==> src/rtl/game_controller_pkg.sv <==
// Shared constants, state encoding and level helper for the frog-crossing game controller.
package game_controller_pkg;

  localparam int H_DISPLAY_DEF = 640;
  localparam int V_DISPLAY_DEF = 480;

  localparam logic [2:0] LEVEL_MAX = 3'd7;

  typedef enum logic [1:0] {
    ST_IDLE = 2'd0,
    ST_PLAY = 2'd1,
    ST_HIT  = 2'd2,
    ST_OVER = 2'd3
  } state_t;

  function automatic logic [2:0] level_inc(input logic [2:0] lvl);
    return (lvl == LEVEL_MAX) ? lvl : lvl + 3'd1;
  endfunction

endpackage

==> src/rtl/game_controller_start_sync.sv <==
// Two-flop synchronizer for the raw start button followed by a rising-edge detector.
module start_sync (
  input  logic clk,
  input  logic rst_n,
  input  logic i_start,
  output logic o_start_evt
);

  logic [1:0] r_sync;
  logic       r_start_d;

  // NOTE: sequential state uses non-blocking assignments so every flop samples pre-edge values.
  always_ff @(posedge clk or negedge rst_n) begin
    if (!rst_n) begin
      r_sync    <= 2'b00;
      r_start_d <= 1'b0;
    end else begin
      r_sync    <= {r_sync[0], i_start};
      r_start_d <= r_sync[1];
    end
  end

  assign o_start_evt = r_sync[1] & ~r_start_d;

endmodule

==> src/rtl/game_controller.sv <==
// Game flow controller: frame timing, hit latching, lives/level bookkeeping and car speed.
module game_controller
  import game_controller_pkg::*;
#(
  parameter int H_DISPLAY       = H_DISPLAY_DEF,
  parameter int V_DISPLAY       = V_DISPLAY_DEF,
  parameter int LIVES_INIT      = 3,
  parameter int HIT_FRAMES      = 60,
  parameter int WIN_Y           = 32,
  parameter int CAR_PERIOD_BASE = 1000000,
  parameter int CAR_PERIOD_STEP = 100000
) (
  input  logic        clk,
  input  logic        rst_n,
  input  logic [9:0]  h_count,
  input  logic [9:0]  v_count,
  input  logic        collision,
  input  logic [9:0]  player_y,
  input  logic        start,
  output logic [1:0]  state,
  output logic        move_enable,
  output logic        player_reset,
  output logic        frame_tick,
  output logic [1:0]  lives,
  output logic [2:0]  level,
  output logic [23:0] car_period
);

  generate
    if (CAR_PERIOD_BASE <= 7 * CAR_PERIOD_STEP) begin : g_bad_period
      $error("CAR_PERIOD_BASE must exceed 7*CAR_PERIOD_STEP");
    end
    if (CAR_PERIOD_BASE >= (1 << 24)) begin : g_bad_base
      $error("CAR_PERIOD_BASE must fit in 24 bits");
    end
    if (LIVES_INIT < 1 || LIVES_INIT > 3) begin : g_bad_lives
      $error("LIVES_INIT must be 1..3");
    end
    if (HIT_FRAMES < 1 || HIT_FRAMES > 255) begin : g_bad_hit_frames
      $error("HIT_FRAMES must be 1..255");
    end
  endgenerate

  localparam logic [9:0]  LP_H_DISPLAY  = 10'(H_DISPLAY);
  localparam logic [9:0]  LP_V_DISPLAY  = 10'(V_DISPLAY);
  localparam logic [9:0]  LP_WIN_Y      = 10'(WIN_Y);
  localparam logic [7:0]  LP_HIT_LAST   = 8'(HIT_FRAMES - 1);
  localparam logic [1:0]  LP_LIVES_INIT = 2'(LIVES_INIT);
  localparam logic [23:0] LP_BASE       = 24'(CAR_PERIOD_BASE);
  localparam logic [23:0] LP_STEP       = 24'(CAR_PERIOD_STEP);

  state_t      r_state, w_state_nxt;
  logic [1:0]  r_lives, w_lives_nxt;
  logic [2:0]  r_level, w_level_nxt;
  logic [7:0]  r_hit_cnt, w_hit_cnt_nxt;
  logic        r_player_reset, w_player_reset_nxt;
  logic        r_frame_tick;
  logic        r_hit_flag;
  logic [23:0] r_car_period;
  logic        w_start_evt;
  logic        w_active_hit;

  start_sync u_start_sync (
    .clk         (clk),
    .rst_n       (rst_n),
    .i_start     (start),
    .o_start_evt (w_start_evt)
  );

  // Collisions only count inside the visible raster; blanking overlap is noise.
  assign w_active_hit = collision && (h_count < LP_H_DISPLAY) && (v_count < LP_V_DISPLAY);

  always_ff @(posedge clk or negedge rst_n) begin
    if (!rst_n) begin
      r_frame_tick <= 1'b0;
      r_hit_flag   <= 1'b0;
    end else begin
      r_frame_tick <= (h_count == 10'd0) && (v_count == LP_V_DISPLAY);
      r_hit_flag   <= r_frame_tick ? 1'b0 : (r_hit_flag | w_active_hit);
    end
  end

  // NOTE: every always_comb output gets a default first so no path leaves it unassigned (no latches).
  always_comb begin
    w_state_nxt        = r_state;
    w_lives_nxt        = r_lives;
    w_level_nxt        = r_level;
    w_hit_cnt_nxt      = r_hit_cnt;
    w_player_reset_nxt = 1'b0;
    case (r_state)
      ST_IDLE, ST_OVER: begin
        if (w_start_evt) begin
          w_state_nxt        = ST_PLAY;
          w_lives_nxt        = LP_LIVES_INIT;
          w_level_nxt        = 3'd0;
          w_hit_cnt_nxt      = 8'd0;
          w_player_reset_nxt = 1'b1;
        end
      end
      ST_PLAY: begin
        if (r_frame_tick) begin
          // A hit in the same frame as a goal crossing takes priority.
          if (r_hit_flag) begin
            w_lives_nxt   = r_lives - 2'd1;
            w_hit_cnt_nxt = 8'd0;
            w_state_nxt   = (r_lives == 2'd1) ? ST_OVER : ST_HIT;
          end else if (player_y < LP_WIN_Y) begin
            w_level_nxt        = level_inc(r_level);
            w_player_reset_nxt = 1'b1;
          end
        end
      end
      ST_HIT: begin
        if (r_frame_tick) begin
          if (r_hit_cnt == LP_HIT_LAST) begin
            w_state_nxt        = ST_PLAY;
            w_hit_cnt_nxt      = 8'd0;
            w_player_reset_nxt = 1'b1;
          end else begin
            w_hit_cnt_nxt = r_hit_cnt + 8'd1;
          end
        end
      end
      default: w_state_nxt = ST_IDLE;
    endcase
  end

  always_ff @(posedge clk or negedge rst_n) begin
    if (!rst_n) begin
      r_state        <= ST_IDLE;
      r_lives        <= LP_LIVES_INIT;
      r_level        <= 3'd0;
      r_hit_cnt      <= 8'd0;
      r_player_reset <= 1'b0;
      r_car_period   <= LP_BASE;
    end else begin
      r_state        <= w_state_nxt;
      r_lives        <= w_lives_nxt;
      r_level        <= w_level_nxt;
      r_hit_cnt      <= w_hit_cnt_nxt;
      r_player_reset <= w_player_reset_nxt;
      r_car_period   <= LP_BASE - (LP_STEP * {21'd0, r_level});
    end
  end

  assign state        = r_state;
  assign move_enable  = (r_state == ST_PLAY);
  assign player_reset = r_player_reset;
  assign frame_tick   = r_frame_tick;
  assign lives        = r_lives;
  assign level        = r_level;
  assign car_period   = r_car_period;

endmodule

==> config.mk <==
export PLATFORM = sky130hd
export DESIGN_NAME = game_controller
export DESIGN_NICKNAME = d
export VERILOG_FILES = /design/src/rtl/game_controller_pkg.sv /design/src/rtl/game_controller_start_sync.sv /design/src/rtl/game_controller.sv
export SDC_FILE = /design/constraint.sdc
export NUM_CORES = 1
export LEC_CHECK = 0
export ABC_AREA = 1
export CAP_MARGIN = 20
export CORE_MARGIN = 8
export CORE_UTILIZATION = 63
export DETAILED_ROUTE_END_ITERATION = 6
export DONT_BUFFER_PORTS = 1
export HOLD_SLACK_MARGIN = 0.08
export PLACE_DENSITY = 0.78
export SYNTH_ARGS = -nofsm -noshare
export SYNTH_HDL_FRONTEND = slang
export SYNTH_SLANG_ARGS = --single-unit
export TNS_END_PERCENT = 30
==> constraint.sdc <==
create_clock -name clk -period 2.3 [get_ports clk]
set_input_delay 0.345 -clock clk [delete_from_list [all_inputs] [get_ports clk]]
set_output_delay 0.345 -clock clk [all_outputs]
set_load 0.01 [all_outputs]
# Word-level counts from Yosys, hierarchy flattened
# Index checks and enable logic that the tools add are counted.
# word_totals
ff_bits,42
input_bits,34
out_inout_bits,34
elab_cells,78
# op_classes
add_sub_neg,4
n_mul,1
magnitude_cmp,3
eq_ne,15
n_mux,31
bitwise_logic,3
reduce_logical,11
# op_table
cell,count
8-bit 2-to-1 mux,5
8-bit case mux with 3 select lines,1
20-bit by 20-bit subtractor with 21-bit output (first input constant),1
2-bit 2-to-1 mux,8
12-bit by 3-bit multiplier with 15-bit output (first input constant),1
3-bit 2-to-1 mux,5
10-bit by 9-bit == test with 1-bit output (second input constant),1
10-bit zero test,1
10-bit less-than comparator (second input constant),1
10-bit by 6-bit less-than comparator with 1-bit output (second input constant),1
10-bit by 9-bit less-than comparator with 1-bit output (second input constant),1
8-bit by 1-bit adder with 8-bit output (second input constant),1
8-bit by 6-bit == test with 1-bit output (second input constant),1
1-bit 2-to-1 mux,8
2-bit by 1-bit inequality test with 1-bit output (second input constant),4
2-bit inequality test (second input constant),4
4-bit AND reduction,2
2-bit case mux with 3 select lines,1
3-bit case mux with 2 select lines,1
6-bit AND reduction,1
5-bit AND reduction,1
2-bit by 1-bit == test with 1-bit output (second input constant),2
2-bit == test (second input constant),2
2-bit case mux with 2 select lines,1
11 further kinds,13

# Depth between registers and ports, before layout
# depth
ltp_word,6
mapped_depth,13
ltp_nobuf,13

# By module
# A second synthesis with hierarchy kept.
# unflattened
cells_unflattened,249
area_unflattened_um2,2167.1
# by_module_without_submodules
module,n_inst,cells_per_inst,area_each_um2,seq_area_each_um2
game_controller,1,244,2082.0,837.1
start_sync,1,5,85.1,75.1

# Worst setup path before layout
# OpenSTA, ideal clock, no wires.
# synth_timing
kind,register -> register
from,register r_level[1] (netlist: level[1])
to,register r_car_period[13] (netlist: car_period[13])
setup_ns,0.116
arrival_ns,1.831
required_ns,2.184
slack_ns,0.353
path_stages_with_launch,14
path_buffers,0
period_less_slack_ns,1.947
path_cell_list,dfrtp_1 inv_1 ha_1 inv_1 ha_1 inv_1 o21bai_1 inv_1 nand2_1 nand2_1 nand2_2 nand2_1 nand2_1 nand2_1
# synth_via
elab_chain_len,2
# synth_lines
item,line,rtl
from (decl),game_controller.sv:54,"logic [2:0] r_level, w_level_nxt;"
from (signal assigned),game_controller.sv:139,r_level <= w_level_nxt;
12-bit by 3-bit multiplier with 15-bit output,game_controller.sv:142,"r_car_period <= LP_BASE - (LP_STEP * {21'd0, r_level});"
20-bit by 20-bit subtractor with 21-bit output,game_controller.sv:142,
to (signal assigned),game_controller.sv:142,
to (decl),game_controller.sv:59,logic [23:0] r_car_period;
# No other way between the ends.
# A chain may end at the register's enable or synchronous reset.

# Worst setup path in the final report
# Ends and elaborated chain as after synthesis.

==> impl_metrics.csv <==
group,metric,value,unit
status,outcome,"finished, final reports clean",
power,power_density,1280,mW/mm^2
yosys,syn_area_per_cell,8.35,um^2
route,routed_wl,4250,um
sta,setup_viol,0,
sta,final.min_clock_period,2.04,ns
critical_path,startpoint,"level[1]",
die,die_y,74.5,um
final_layout,n_fill_cell,282,
critical_path,cp_slowest_cell,"dfrtp_1",
critical_path,r2r-start,"level[1]",
power,leakagePower,1.15,nW
clocking,root_buffer,"clkbuf_4",
job,drv_cap,0,
final_layout,layout.cells.non_filler,311,
critical_path,r2r.worst_path.cells,13,
final_layout,utilization,0.687,
yosys,synth_cell_types,31,
clocking,cts_tree,"built",
route,drc_errors,0,
die,ios,68,
power,pwr-share-clk,0.135,
sta,fmax,489,MHz
place,hpwl,3190,um
die,die_w,74.5,um
power,fin_total_pwr,2.91,mW
final_layout,final_area,0.00227,mm^2
final_layout,final_common_cell,"nand2_1",
die,die_area,0.00555,mm^2
global_route,grt_max_degree,37,
hold_path,hp-class,"in2reg",
yosys,ys_seq_elements,36,
critical_path,regToRegSetupSlack,0.26,ns
die,start_util,0.651,
global_route,grt_overflow,0,
yosys,synth_area,0.00215,mm^2
sta,hold_violations,0,
power,power_switching,1.32,mW
final_layout,final_cell_mix,"nand2_1, inv_1, dfrtp_1, nor2_1, nand3_1",
critical_path,critPathLaunchType,"register",
clocking,path_clk_slew,0.11,ns
power,p_seq_frac,0.387,
route,wl_per_cell,13.7,um
yosys,ys_seq_area_frac,0.423,
sta,tns,0,ns
yosys,yosys_warnings,0,
critical_path,worstPathCellList,"inv_1, ha_1, inv_1, ha_1, inv_1, o21bai_1, inv_1, nand2_1, nand2_1, nand2_2, nand2_1, nand2_1, nand2_1",
critical_path,cpMostUsedCell,"nand2_1",
critical_path,worst-path-buf-inv,4,
route,dr.pass1.iters,4,
die,num_rows,21,
power,combinationalPowerShare,0.478,
place,placed_cells,300,
final_layout,nets,313,
clocking,clock_latency,0.35,ns
die,core_area,0.00331,mm^2
clocking,cts.path.max_buffers,2,
critical_path,endpoint_kind,"register",
route,drtIter0Drc,103,
clocking,cts.sinks,36,
route,vias,1632,
global_route,grtUsageTotal,0.166,
place,io_buffers,0,
critical_path,cp_data_required_time,2.54,ns
sta,maxSlewViolCount,0,
critical_path,cp.arrival,2.28,ns
global_route,grt_pass1_vias,1711,
sta,fin_skew,0.0139,ns
route,vias_per_cell,5.25,
sta,period_share,0.889,
critical_path,cp_num_cells,13,
critical_path,max_stage_delay,0.53,ns
place,place_area,0.00217,mm^2
route,ant_nets,0,
yosys,synthCells,258,
critical_path,cp-endpoint,"car_period[13]",
sta,rsz0062_at_grt,"no",
clocking,numCtsBuffers,5,
power,switching_share,0.452,
global_route,grt_pass1_wl,7190,um
clocking,cts_resized,0,
critical_path,path_delay_family,"adder cells",
power,ir_worst_vdd,0.000670,V
clocking,cts_max_level,2,
final_layout,drive_gt1_frac,0.151,
critical_path,cp_max_fo,6,
final_layout,num_antenna_cells,0,
final_layout,syn_to_final_growth,5.57,%
critical_path,critPathKind,"reg2reg",
global_route,antenna_found_initial,0,
place,gp_congestion,0.818,
power,internal_power,1.59,mW
critical_path,reg2reg_to,"car_period[13]",
==> tightest hold or removal path: stages <==
cell and delay, ns:
nor4_1 0.02, nand2_1 0.05, nor2_1 0.04
==> kinds of logic after synthesis <==
logic type	after synthesis	synth area share
other	1	0.00174
adders and majority gates	15	0.0871
buffers and inverters	51	0.109
AOI/OAI and AO/OA	27	0.0703
and+or+nand+nor	114	0.249
DFF	36	0.423
xor gates and xnor gates	14	0.0604
==> worst min-delay path by stage <==
stage	endpoint	from	cells past startpoint	slack, ns
finish	frame_tick	h_count[6]	3	0.13
global route	frame_tick	h_count[6]	3	0.13
CTS	frame_tick	h_count[6]	3	0.13
detailed placement	frame_tick	rst_n	0	0.05
global placement	frame_tick	rst_n	0	0.05
floorplan	car_period[10]	rst_n	0	0.05
==> power by group through the flow <==
stage | Clock [mW] | Combinational (mW) | Sequential, mW
final | 0.392 | 1.39 | 1.13
after global routing | 0.432 | 1.61 | 1.15
after CTS | 0.402 | 1.40 | 1.13
after detailed placement | 0 | 1.37 | 1.15
after global placement | 0 | 1.34 | 1.14
after floorplan | 0 | 1.14 | 1.12
==> per-stage QoR <==
| step | worst slack (ns) | hold WS (ns) |
|---|---|---|
| 5_1_grt | 0.0862 | 0.130 |
| 3_3_place_gp | 0.316 | 0.0505 |
| 4_1_cts | 0.249 | 0.126 |
| 3_5_place_dp | 0.288 | 0.0508 |
| 6_report | 0.255 | 0.135 |
| 2_1_floorplan | 0.353 | 0.0494 |
==> routing by layer <==
layer,part of all wire,vias to the layer above,GRT usage
li1,-,822,-
met1,0.45,745,0.193
met2,0.47,59,0.273
met3,0.078,6,0.0660
met4,0.0092,0,0.0500
met5,0,-,0
==> final cells by class <==
cell class | instances | area (um^2) | area share
clock buffers | 8 | 68.8 | 0.0303
flip-flops and latches | 36 | 912 | 0.401
well taps | 46 | 57.6 | 0.0253
repair buffers | 6 | 62.6 | 0.0275
inverters | 40 | 150 | 0.0660
multi-input cells | 175 | 1020 | 0.450
==> what timing repair did <==
item | CTS | global route
setup endpoints to repair | 0 | 0
hold buffers | 3 | 0
setup buffers | 0 | 0
endpoints found under the hold margin | 37 | 0
==> synth_stat cells (all sizes together) <==
library cell | instances | area (um^2)
nor3 | 1 | 10.0
nand3 | 17 | 90.1
nor3b | 1 | 7.51
o21ai | 16 | 83.8
nand4 | 8 | 50.1
a31oi | 1 | 6.26
dfrtp | 27 | 676
buf | 11 | 83.8
o21bai | 1 | 7.51
dfstp | 9 | 236
nor4 | 4 | 25.0
nand2 | 62 | 258
xor2 | 10 | 87.6
inv | 40 | 150
ha | 15 | 188
nand3b | 3 | 22.5
xnor2 | 4 | 42.6
a21oi | 8 | 47.6
nor2 | 18 | 72.6
conb | 1 | 3.75
o22ai | 1 | 6.26
==> registers in the layout, summed over array words and instances, names as in the netlist <==
| name | cells |
|---|---|
| lives | 2 |
| frame_tick | 1 |
| u_start_sync.r_sync | 2 |
| r_hit_flag | 1 |
| state | 2 |
| car_period | 15 |
| r_hit_cnt | 8 |
| level | 3 |
| u_start_sync.r_start_d | 1 |
| player_reset | 1 |
(Power assumes the default switching activity.)
